## src/rtl/output_row_scheduler.sv

```systemverilog
// -----------------------------------------------------------------------------
// output_row_scheduler
//
// Grant controller in front of the double-buffered output collector. Each
// adder set raises a request when it holds a finished row. The block grants
// up to OUT_NUM_OF_SET rows per cycle, and never more than the two
// KERNEL_SIZE-row collector buffers can absorb. Completed buffers are offered
// downstream with a valid/ready handshake. A layer of num_sets buffers is
// counted to completion, and the end of the layer is flagged with a done pulse.
//
// Ports:
//   clk          clock
//   rst          asynchronous active-low reset
//   start        begins a layer (sampled only while idle)
//   num_sets     buffers in the layer, captured on start (0 = finish at once)
//   adder_req    per-set "row ready" requests, held until granted
//   adder_valid  grant mask (combinational from registered state + adder_req)
//   out_valid    a completed buffer is on offer
//   out_sel      index of the buffer on offer
//   out_ready    consumer takes the offered buffer
//   busy         layer in progress (RUN or DRAIN)
//   done         one-cycle end-of-layer pulse
// -----------------------------------------------------------------------------
module output_row_scheduler #(
    parameter int KERNEL_SIZE    = 9,
    parameter int OUT_NUM_OF_SET = 3,
    parameter int SET_CNT_WIDTH  = 16
) (
    input  logic                      clk,
    input  logic                      rst,
    input  logic                      start,
    input  logic [SET_CNT_WIDTH-1:0]  num_sets,
    input  logic [OUT_NUM_OF_SET-1:0] adder_req,
    output logic [OUT_NUM_OF_SET-1:0] adder_valid,
    output logic                      out_valid,
    output logic                      out_sel,
    input  logic                      out_ready,
    output logic                      busy,
    output logic                      done
);

    localparam int RL_W   = SET_CNT_WIDTH + $clog2(KERNEL_SIZE) + 1;
    localparam int FILL_W = (KERNEL_SIZE > 1) ? $clog2(KERNEL_SIZE) : 1;
    localparam int PTR_W  = (OUT_NUM_OF_SET > 1) ? $clog2(OUT_NUM_OF_SET) : 1;
    localparam logic [RL_W-1:0]  K_RL     = RL_W'(KERNEL_SIZE);
    localparam logic [RL_W-1:0]  N_RL     = RL_W'(OUT_NUM_OF_SET);
    localparam logic [PTR_W-1:0] LAST_PTR = PTR_W'(OUT_NUM_OF_SET - 1);

    typedef enum logic [1:0] {
        ST_IDLE  = 2'd0,
        ST_RUN   = 2'd1,
        ST_DRAIN = 2'd2,
        ST_DONE  = 2'd3
    } state_t;

    state_t              state_r,     state_s;
    logic [FILL_W-1:0]   fill_rows_r, fill_rows_s;
    logic [1:0]          full_cnt_r,  full_cnt_s;
    logic [RL_W-1:0]     rows_left_r, rows_left_s;
    logic [PTR_W-1:0]    rr_ptr_r,    rr_ptr_s;
    logic                out_valid_r;
    logic                out_sel_r;
    logic                busy_r;
    logic                done_r;

    logic [RL_W-1:0]           space_s;
    logic [RL_W-1:0]           cap_s;
    logic [RL_W-1:0]           grant_cnt_s;
    logic [RL_W-1:0]           fill_sum_s;
    logic [OUT_NUM_OF_SET-1:0] grant_s;
    logic [PTR_W-1:0]          last_idx_s;
    logic                      cap_limited_s;
    logic                      handshake_s;
    logic                      buf_complete_s;

    function automatic logic [RL_W-1:0] popcount(input logic [OUT_NUM_OF_SET-1:0] v);
        logic [RL_W-1:0] c;
        c = '0;
        for (int i = 0; i < OUT_NUM_OF_SET; i++) begin
            c = c + RL_W'(v[i]);
        end
        return c;
    endfunction

    // Grant capacity and rotating-priority scan of the requests
    always_comb begin : grant_scan
        logic [PTR_W-1:0] idx;
        // Free rows across both buffers: empty buffers minus the partial fill.
        space_s = (RL_W'(2'd2) - RL_W'(full_cnt_r)) * K_RL - RL_W'(fill_rows_r);
        cap_s   = space_s;
        if (rows_left_r < cap_s) begin
            cap_s = rows_left_r;
        end else begin
            cap_s = cap_s;
        end
        if (N_RL < cap_s) begin
            cap_s = N_RL;
        end else begin
            cap_s = cap_s;
        end
        if (state_r != ST_RUN) begin
            cap_s = '0;
        end else begin
            cap_s = cap_s;
        end

        grant_s     = '0;
        grant_cnt_s = '0;
        last_idx_s  = rr_ptr_r;
        idx         = rr_ptr_r;
        for (int k = 0; k < OUT_NUM_OF_SET; k++) begin
            idx = PTR_W'((int'(rr_ptr_r) + k) % OUT_NUM_OF_SET);
            if (adder_req[idx] && (grant_cnt_s < cap_s)) begin
                grant_s[idx] = 1'b1;
                grant_cnt_s  = grant_cnt_s + RL_W'(1'b1);
                last_idx_s   = idx;
            end else begin
                grant_cnt_s = grant_cnt_s;
            end
        end
        // Pointer only rotates when some requester was left waiting for space.
        cap_limited_s = (grant_cnt_s != '0) && (popcount(adder_req) > grant_cnt_s);
    end

    assign adder_valid = grant_s;

    // Next-state: buffer occupancy, layer row count, priority pointer, FSM
    always_comb begin
        state_s     = state_r;
        rows_left_s = rows_left_r;
        full_cnt_s  = full_cnt_r;
        rr_ptr_s    = rr_ptr_r;
        handshake_s = out_valid_r & out_ready;

        fill_sum_s     = RL_W'(fill_rows_r) + grant_cnt_s;
        buf_complete_s = (fill_sum_s >= K_RL);
        if (buf_complete_s) begin
            fill_rows_s = FILL_W'(fill_sum_s - K_RL);
        end else begin
            fill_rows_s = FILL_W'(fill_sum_s);
        end

        case ({buf_complete_s, handshake_s})
            2'b10:   full_cnt_s = full_cnt_r + 2'd1;
            2'b01:   full_cnt_s = full_cnt_r - 2'd1;
            default: full_cnt_s = full_cnt_r;
        endcase

        if (cap_limited_s) begin
            rr_ptr_s = (last_idx_s == LAST_PTR) ? '0 : last_idx_s + PTR_W'(1'b1);
        end else begin
            rr_ptr_s = rr_ptr_r;
        end

        case (state_r)
            ST_IDLE: begin
                if (start) begin
                    if (num_sets != '0) begin
                        state_s     = ST_RUN;
                        rows_left_s = RL_W'(num_sets) * K_RL;
                    end else begin
                        state_s = ST_DONE;
                    end
                end else begin
                    state_s = ST_IDLE;
                end
            end
            ST_RUN: begin
                rows_left_s = rows_left_r - grant_cnt_s;
                if (rows_left_s == '0) begin
                    state_s = ST_DRAIN;
                end else begin
                    state_s = ST_RUN;
                end
            end
            ST_DRAIN: begin
                if (full_cnt_r == 2'd0) begin
                    state_s = ST_DONE;
                end else begin
                    state_s = ST_DRAIN;
                end
            end
            ST_DONE:  state_s = ST_IDLE;
            default:  state_s = ST_IDLE;
        endcase
    end

    // State and registered-output update
    always_ff @(posedge clk or negedge rst) begin
        if (!rst) begin
            state_r     <= ST_IDLE;
            fill_rows_r <= '0;
            full_cnt_r  <= 2'd0;
            rows_left_r <= '0;
            rr_ptr_r    <= '0;
            out_valid_r <= 1'b0;
            out_sel_r   <= 1'b0;
            busy_r      <= 1'b0;
            done_r      <= 1'b0;
        end else begin
            state_r     <= state_s;
            fill_rows_r <= fill_rows_s;
            full_cnt_r  <= full_cnt_s;
            rows_left_r <= rows_left_s;
            rr_ptr_r    <= rr_ptr_s;
            out_valid_r <= (full_cnt_s != 2'd0);
            out_sel_r   <= out_sel_r ^ handshake_s;
            busy_r      <= (state_s == ST_RUN) || (state_s == ST_DRAIN);
            done_r      <= (state_s == ST_DONE);
        end
    end

    assign out_valid = out_valid_r;
    assign out_sel   = out_sel_r;
    assign busy      = busy_r;
    assign done      = done_r;

endmodule

```

## config.mk

```make
export PLATFORM = sky130hd
export DESIGN_NAME = output_row_scheduler
export DESIGN_NICKNAME = d
export VERILOG_FILES = /design/src/rtl/output_row_scheduler.sv
export SDC_FILE = /design/constraint.sdc
export NUM_CORES = 1
export LEC_CHECK = 0
export BUFFER_PORTS_ARGS = -buffer_cell sky130_fd_sc_hd__buf_2
export CORE_ASPECT_RATIO = 1.5
export CORE_MARGIN = 2
export CORE_UTILIZATION = 40
export DETAILED_ROUTE_END_ITERATION = 10
export GPL_TIMING_DRIVEN = 0
export PLACE_DENSITY = 0.59
export SYNTH_ARGS = -nofsm -noshare
export SYNTH_HDL_FRONTEND = slang
export SYNTH_SLANG_ARGS = --single-unit
```

## constraint.sdc

```tcl
create_clock -name clk -period 7.39 [get_ports clk]
set_clock_uncertainty 0.2 [all_clocks]
set_input_delay 1.478 -clock clk [delete_from_list [all_inputs] [get_ports clk]]
set_output_delay 1.478 -clock clk [all_outputs]
set_load 0.01 [all_outputs]
```

Word-level counts from Yosys, hierarchy flattened. Index checks and enable logic that the tools add are counted.

Bits in registers: 35. Bits of input ports: 23. Output and inout port bits: 7. Logic and storage cells: 108.

$add $sub $neg: 14. Multipliers: 2. Divide/modulo/power cells: 3. Order comparisons: 13. Equal/unequal tests: 12. Muxes and demuxes: 35. Bitwise logic cells: 4. Reductions and logical operators: 16.

Operators with widths (count): 21-bit 2-to-1 mux (7); 32-bit by 3-bit modulo with 32-bit output (second input constant) (2); 21-bit < comparator (3); 21-bit by 1-bit adder with 21-bit output (second input constant) (2); 21-bit one-hot mux with 2 select lines (1); 3-bit by 3-bit modulo with 32-bit output (second input constant) (1); 4-bit by 21-bit adder with 21-bit output (1); 21-bit by 4-bit >= comparator with 1-bit output (second input constant) (1); 3-bit by 21-bit greater-than comparator with 1-bit output (1); 21-bit logical NOT (1); 1-bit by 21-bit < comparator with 1-bit output (first input constant) (1); 2-bit by 21-bit < comparator with 1-bit output (first input constant) (1); 21-bit nonzero test (1); 21-bit subtractor (1); 16-bit by 4-bit multiplier with 20-bit output (second input constant) (1); 16-bit nonzero test (1); 2-bit 2-to-1 mux (7); 2-bit equality test (second input constant) (6); 2-bit by 3-bit < comparator with 1-bit output (second input constant) (3); 3-bit 2-to-1 mux (3); 8-bit by 5-bit subtractor with 9-bit output (1); 3-bit by 5-bit multiplier with 8-bit output (second input constant) (1); 1-bit 2-to-1 mux (8); 2-bit one-hot mux with 4 select lines (1); other kinds (24) (43).

Longest topological paths before layout.
Word-level depth: 23. Mapped depth: 42. Depth with buffers taken out: 42.

Worst setup path after synthesis. No wires, ideal clock.

Path type: register to register. Start: register full_cnt_r[0]. End: register busy_r (netlist: busy). Setup time: 0.126 ns. Arrival: 7.814 ns. Data required time: 7.064 ns. Setup slack: -0.750 ns. Stages on the path, launching flop included: 43. Path buffers: 1. Clock period less this slack: 8.140 ns. Cells stage by stage: dfrtp_1 inv_1 ha_1 inv_1 ha_1 ha_1 inv_1 fa_1 inv_1 ha_1 a21o_1 a21oi_1 o21ai_0 ha_1 and3_1 a211oi_1 o21ai_1 a311oi_2 (+7 left out) o2111ai_1 o22ai_1 nand2_1 o21a_1 inv_1 ha_1 nor2b_1 o21a_1 nor4_1 and2_1 buf_2 nand2_1 nor2_1 a31oi_1 o32ai_1 nand4_1 o2bb2ai_1 ha_1.

Cells in the longest elaborated chain, start to end: 23. Elaborated cells between the ends (all ways): 28. Classes of those cells: add/sub (5); mul (1); order compare (5); eq/ne (2); mux (9); reduce/logical (6).

RTL lines: from (decl) (line 58) `logic [1:0] full_cnt_r, full_cnt_s;`; from (signal assigned) (line 203) `full_cnt_r <= full_cnt_s;`; 2-bit by 2-bit subtractor with 3-bit output (line 89) `space_s = (RL_W'(2'd2) - RL_W'(full_cnt_r)) * K_RL - RL_W'(fill_rows_r);`; 3-bit by 5-bit multiplier with 8-bit output (line 89); 8-bit by 5-bit subtractor with 9-bit output (line 89); 21-bit < comparator (line 91) `if (rows_left_r < cap_s) begin`; 21-bit 2-to-1 mux (line 91); 2-bit by 21-bit < comparator with 1-bit output (line 96) `if (N_RL < cap_s) begin`; 21-bit 2-to-1 mux (line 96); 21-bit 2-to-1 mux (line 101) `if (state_r != ST_RUN) begin`; (+8 left out); 21-bit 2-to-1 mux (line 113) `if (adder_req[idx] && (grant_cnt_s < cap_s)) begin`; 21-bit subtractor (line 169) `rows_left_s = rows_left_r - grant_cnt_s;`; 21-bit logical NOT (line 170) `if (rows_left_s == '0) begin`; 2-bit 2-to-1 mux (line 170); 2-bit one-hot mux with 4 select lines * (line 155) `case (state_r)`; named net state_s[0] (line 56) `state_t state_r, state_s;`; 2-bit by 1-bit equality test with 1-bit output / 2-bit equality test (equally long branches) (line 208) `busy_r <= (state_s == ST_RUN) || (state_s == ST_DRAIN);`; 1-bit logical OR * (line 208); to (signal assigned) (line 208); to (decl) (line 63) `logic busy_r;`.

The timed path passes the listed nets; every way through them passes the cells marked *. A chain may end at the register's enable or synchronous reset.

Final worst setup path.
Start: register full_cnt_r[1]. End: register busy_r (netlist: busy).

Cells in the longest elaborated chain, start to end: 23. Elaborated cells between the ends (all ways): 28. Classes of those cells: add/sub (5); mul (1); order compare (5); eq/ne (2); mux (9); reduce/logical (6).

RTL lines (line): 2-bit by 2-bit subtractor with 3-bit output (89); 3-bit by 5-bit multiplier with 8-bit output (89); 8-bit by 5-bit subtractor with 9-bit output (89); 21-bit < comparator (91); 21-bit 2-to-1 mux (91); 2-bit by 21-bit < comparator with 1-bit output (96); 21-bit 2-to-1 mux (96); 21-bit 2-to-1 mux (101); (+7 left out); 1-bit logical AND (113); 21-bit 2-to-1 mux (113); 21-bit subtractor (169); 21-bit logical NOT (170); 2-bit 2-to-1 mux (170); 2-bit one-hot mux with 4 select lines * (155); 2-bit by 1-bit equality test with 1-bit output / 2-bit equality test (equally long branches) (208); 1-bit logical OR * (208).

Mark *: on every way between the ends. The rest lies on a longest branch, timed or not.

==> flow_metrics.tcl <==
set metrics [dict create \
    syn_nets 627 \
    yosys.area_share.adder_pct 26.59 \
    place.gp.congestion 0.8906 \
    cts_buffer_depth 2 \
    synth_edf_count 0 \
    syn_area_sq_um 4282 \
    synth_xor_xnor_area_share_pct 4.909 \
    grt_first_pass_wirelength_mm 20.12 \
    clock.fmax_mhz 127.3 \
    grt_max_degree 36 \
    ant_nets 0 \
    timing.critical_path.slowest_cell_delay_ps 550 \
    antenna_found_initial 0 \
    synth_compound_area_share_pct 21.36 \
    io_buffer_count 29 \
    area_growth_pct 36.82 \
    hp-class "register to register" \
    rsz0062_at_grt "true" \
    clock_latency_ps 290 \
    cp.arrival_ps 7850 \
    die-area_sq_um 11560 \
    nets 719 \
    vias_per_cell 5.648 \
    dieWidth_microns 88.48 \
    drt_wl_total_mm 12.58 \
    firstDrtPassIters 4 \
    rr_worst_depth 41 \
    fillerInstances 989 \
    synth.avg_cell_area_sq_um 8.298 \
    ys.flop_type "dfrtp_1" \
    grt_usage_pct 22.33 \
    setup_ws_ps -467.4 \
    fp.dieH_microns 130.7 \
    hold_slack_ps 267.5 \
    fin_crit_sh_pct 106.3 \
    async_reset_ff_share_pct 100.0 \
    remaining_drc_errors 0 \
    synth-seq-cells 35 \
    grt_pass1_vias 4299 \
    end_kind "register" \
    hold_end "out_sel" \
    num_antenna_cells 0 \
    hpwl_mm 8.997 \
    drtIter0Drc 143 \
    r2r_slack_ps -470 \
    crit_slowest_cell "fa_2" \
    max-slew-margin-rel_pct 12.64 \
    run_status "finished, violations left" \
    cts_num_sinks 35 \
    finalSetupViolations 15 \
    cpMostUsedCell "ha_4" \
    worst_pin_slew_ps 1298 \
    rows 46 \
    drive_above_1_share_pct 32.35 \
    synth_mux_area_share_pct 2.601 \
    maxSlewViolCount 0 \
    dp.cells 689 \
    crit_type "register to register" \
    hold_path_depth 1 \
    hp-start "out_sel" \
    synth_top_family_by_area "adder cells" \
    pre_cts_ws_ps -1639 \
    timing.rr.start "full_cnt_r[1]" \
    fin_crit_ps 7857 \
    final_cells 753 \
    cts-root-buf "clkbuf_16" \
    ys_seq_area_share_pct 20.46 \
    design.core.area_sq_um 10480 \
    yosys.cell_types.count 63 \
    yosysWarnings 0 \
    violations "setup timing" \
    ctsHtreeMaxLevel 2 \
    cp_max_fo 4 \
    rr_endpoint "busy" \
    vias 4253 \
    clk_pin_slew_worst_paths_ps 70 \
    synthSimpleGateAreaFrac_pct 19.37 \
    initial_core_util_pct 40.87 \
    max_cap_violations 0 \
    synthCells 516 \
    required_ps 7380 \
    grt_overflow 0 \
    io_pins 30 \
    cts_tree "yes" \
    hold_viol 0 \
    wl_per_cell_microns 16.70 \
    cts_made_buffers 5 \
    critPathLaunchType "register" \
]
state kept, by name, indices dropped and copies added (netlist names):
name and count:
busy 1, rr_ptr_r 2, full_cnt_r 2, state_r 2, rows_left_r 21, fill_rows_r 4, out_sel 1, done 1
out_valid 1
Yosys cell counts (3+ instances only):
| master | count | area share [%] |
|---|---|---|
| ha_1 | 83 | 24 |
| a21oi_1 | 43 | 5.0 |
| nor2_1 | 43 | 3.8 |
| inv_1 | 41 | 3.6 |
| nand2_1 | 37 | 3.2 |
| dfrtp_1 | 35 | 20 |
| o21ai_0 | 29 | 3.4 |
| nor3_1 | 16 | 1.9 |
| nand3_1 | 15 | 1.8 |
| nor4_1 | 13 | 1.9 |
| xor2_1 | 13 | 2.7 |
| xnor2_1 | 11 | 2.3 |
| clkbuf_1 | 10 | 0.88 |
| mux2i_1 | 10 | 2.3 |
| nor2b_1 | 8 | 1.2 |
| o22ai_1 | 7 | 1.0 |
| o21a_1 | 6 | 1.1 |
| o31ai_1 | 6 | 1.1 |
| or2_2 | 6 | 0.88 |
| fa_1 | 5 | 2.3 |
| nand4_1 | 5 | 0.73 |
| or3_1 | 5 | 0.73 |
| a21o_1 | 4 | 0.70 |
| and2_1 | 4 | 0.58 |
| o21ai_1 | 4 | 0.47 |
| a221oi_1 | 3 | 0.61 |
| a31oi_1 | 3 | 0.44 |
| and3_1 | 3 | 0.44 |
| nor3b_1 | 3 | 0.53 |
| o22a_1 | 3 | 0.61 |
per-layer routing:
| layer | part of all wire (%) | GRT usage (%) |
|---|---|---|
| met1 | 38 | 23.31 |
| met2 | 57 | 44.10 |
| met3 | 2.3 | 2.010 |
| met4 | 2.8 | 9.447 |
| met5 | 0 | 0 |
logic make-up (layout without fill, tap and decap cells):
| logic type | count (synthesis) | after routing |
|---|---|---|
| xor gates and xnor gates | 24 | 24 |
| DFF | 35 | 35 |
| AOI/OAI and AO/OA | 138 | 138 |
| muxes | 11 | 11 |
| buffers and inverters | 53 | 146 |
| and+or+nand+nor | 167 | 167 |
| adders and majority gates | 88 | 88 |
worst max-delay path by stage:
| stage | from | to | slack (ps) | cells after the start |
|---|---|---|---|---|
| 2_1_floorplan | full_cnt_r[0] | out_valid | -240 | 34 |
| 3_3_place_gp | full_cnt_r[0] | busy | -1550 | 36 |
| 3_5_place_dp | full_cnt_r[0] | busy | -1640 | 36 |
| 4_1_cts | full_cnt_r[0] | busy | -490 | 41 |
| 5_1_grt | full_cnt_r[1] | busy | -830 | 43 |
| 6_report | full_cnt_r[1] | busy | -470 | 41 |
what timing repair did:
item	CTS	global route
hold buffers	0	0
buffers inserted	37	23
pin swaps	48	52
endpoints found under the setup margin	32	25
gates resized for setup	54	49
through the flow:
| step | utilization (%) | setup TNS [ps] | instance area, sq um |
|---|---|---|---|
| 4_1_cts | 52.64 | -2387 | 5514 |
| 3_5_place_dp | 46.13 | -23300 | 4832 |
| 5_1_grt | 55.92 | -11010 | 5858 |
| 3_3_place_gp | 46.13 | -20760 | 4832 |
| 2_1_floorplan | - | -629.9 | 4507 |
| 6_report | 55.92 | -3720 | 5858 |
worst max-delay path: cells and delay by family, from the launching register on:
family | cells | cell delay [ps]
simple gates | 7 | 1170
xor+xnor | 1 | 150
buf+inv | 10 | 880
fa+ha+maj | 10 | 2630
flops | 1 | 380
compound gates | 13 | 2300
area by class of cell:
| class | instances | area, sq um | share of cell area (%) |
|---|---|---|---|
| tap | 144 | 180.2 | 3.076 |
| multi-input combinational | 428 | 3824 | 65.27 |
| buffer | 11 | 42.54 | 0.7262 |
| clock inverter | 2 | 13.76 | 0.2349 |
| clock buffer | 6 | 128.9 | 2.200 |
| timing repair buffer | 86 | 630.6 | 10.76 |
| inverter | 41 | 161.4 | 2.755 |
| sequential | 35 | 877.1 | 14.97 |
cells in the final DEF, fill, tap and decap left out, types with 4 or more instances in the layout:
cell | Yosys | final
nor2_1 | 43 | 37
inv_2 | 0 | 10
nand2_1 | 37 | 32
a21o_1 | 4 | 4
o22ai_1 | 7 | 5
o21ai_0 | 29 | 19
a21oi_1 | 43 | 35
buf_6 | 0 | 12
nor2b_1 | 8 | 7
nor2_2 | 0 | 4
dfrtp_1 | 35 | 34
xnor2_1 | 11 | 8
buf_4 | 0 | 44
clkbuf_1 | 10 | 11
ha_4 | 0 | 16
buf_2 | 1 | 29
o21ai_1 | 4 | 11
nand4_1 | 5 | 5
nor3_1 | 16 | 10
o31ai_1 | 6 | 4
nor4_1 | 13 | 10
clkbuf_16 | 0 | 5
inv_1 | 41 | 28
ha_1 | 83 | 66
nand3_1 | 15 | 12
o21a_1 | 6 | 6
mux2i_1 | 10 | 10
or2_2 | 6 | 5
a21oi_2 | 0 | 7
xor2_1 | 13 | 12
or3_1 | 5 | 4
Power is not shown: default switching activity piles up to over one toggle a cycle in this logic, so the estimate is an artifact.
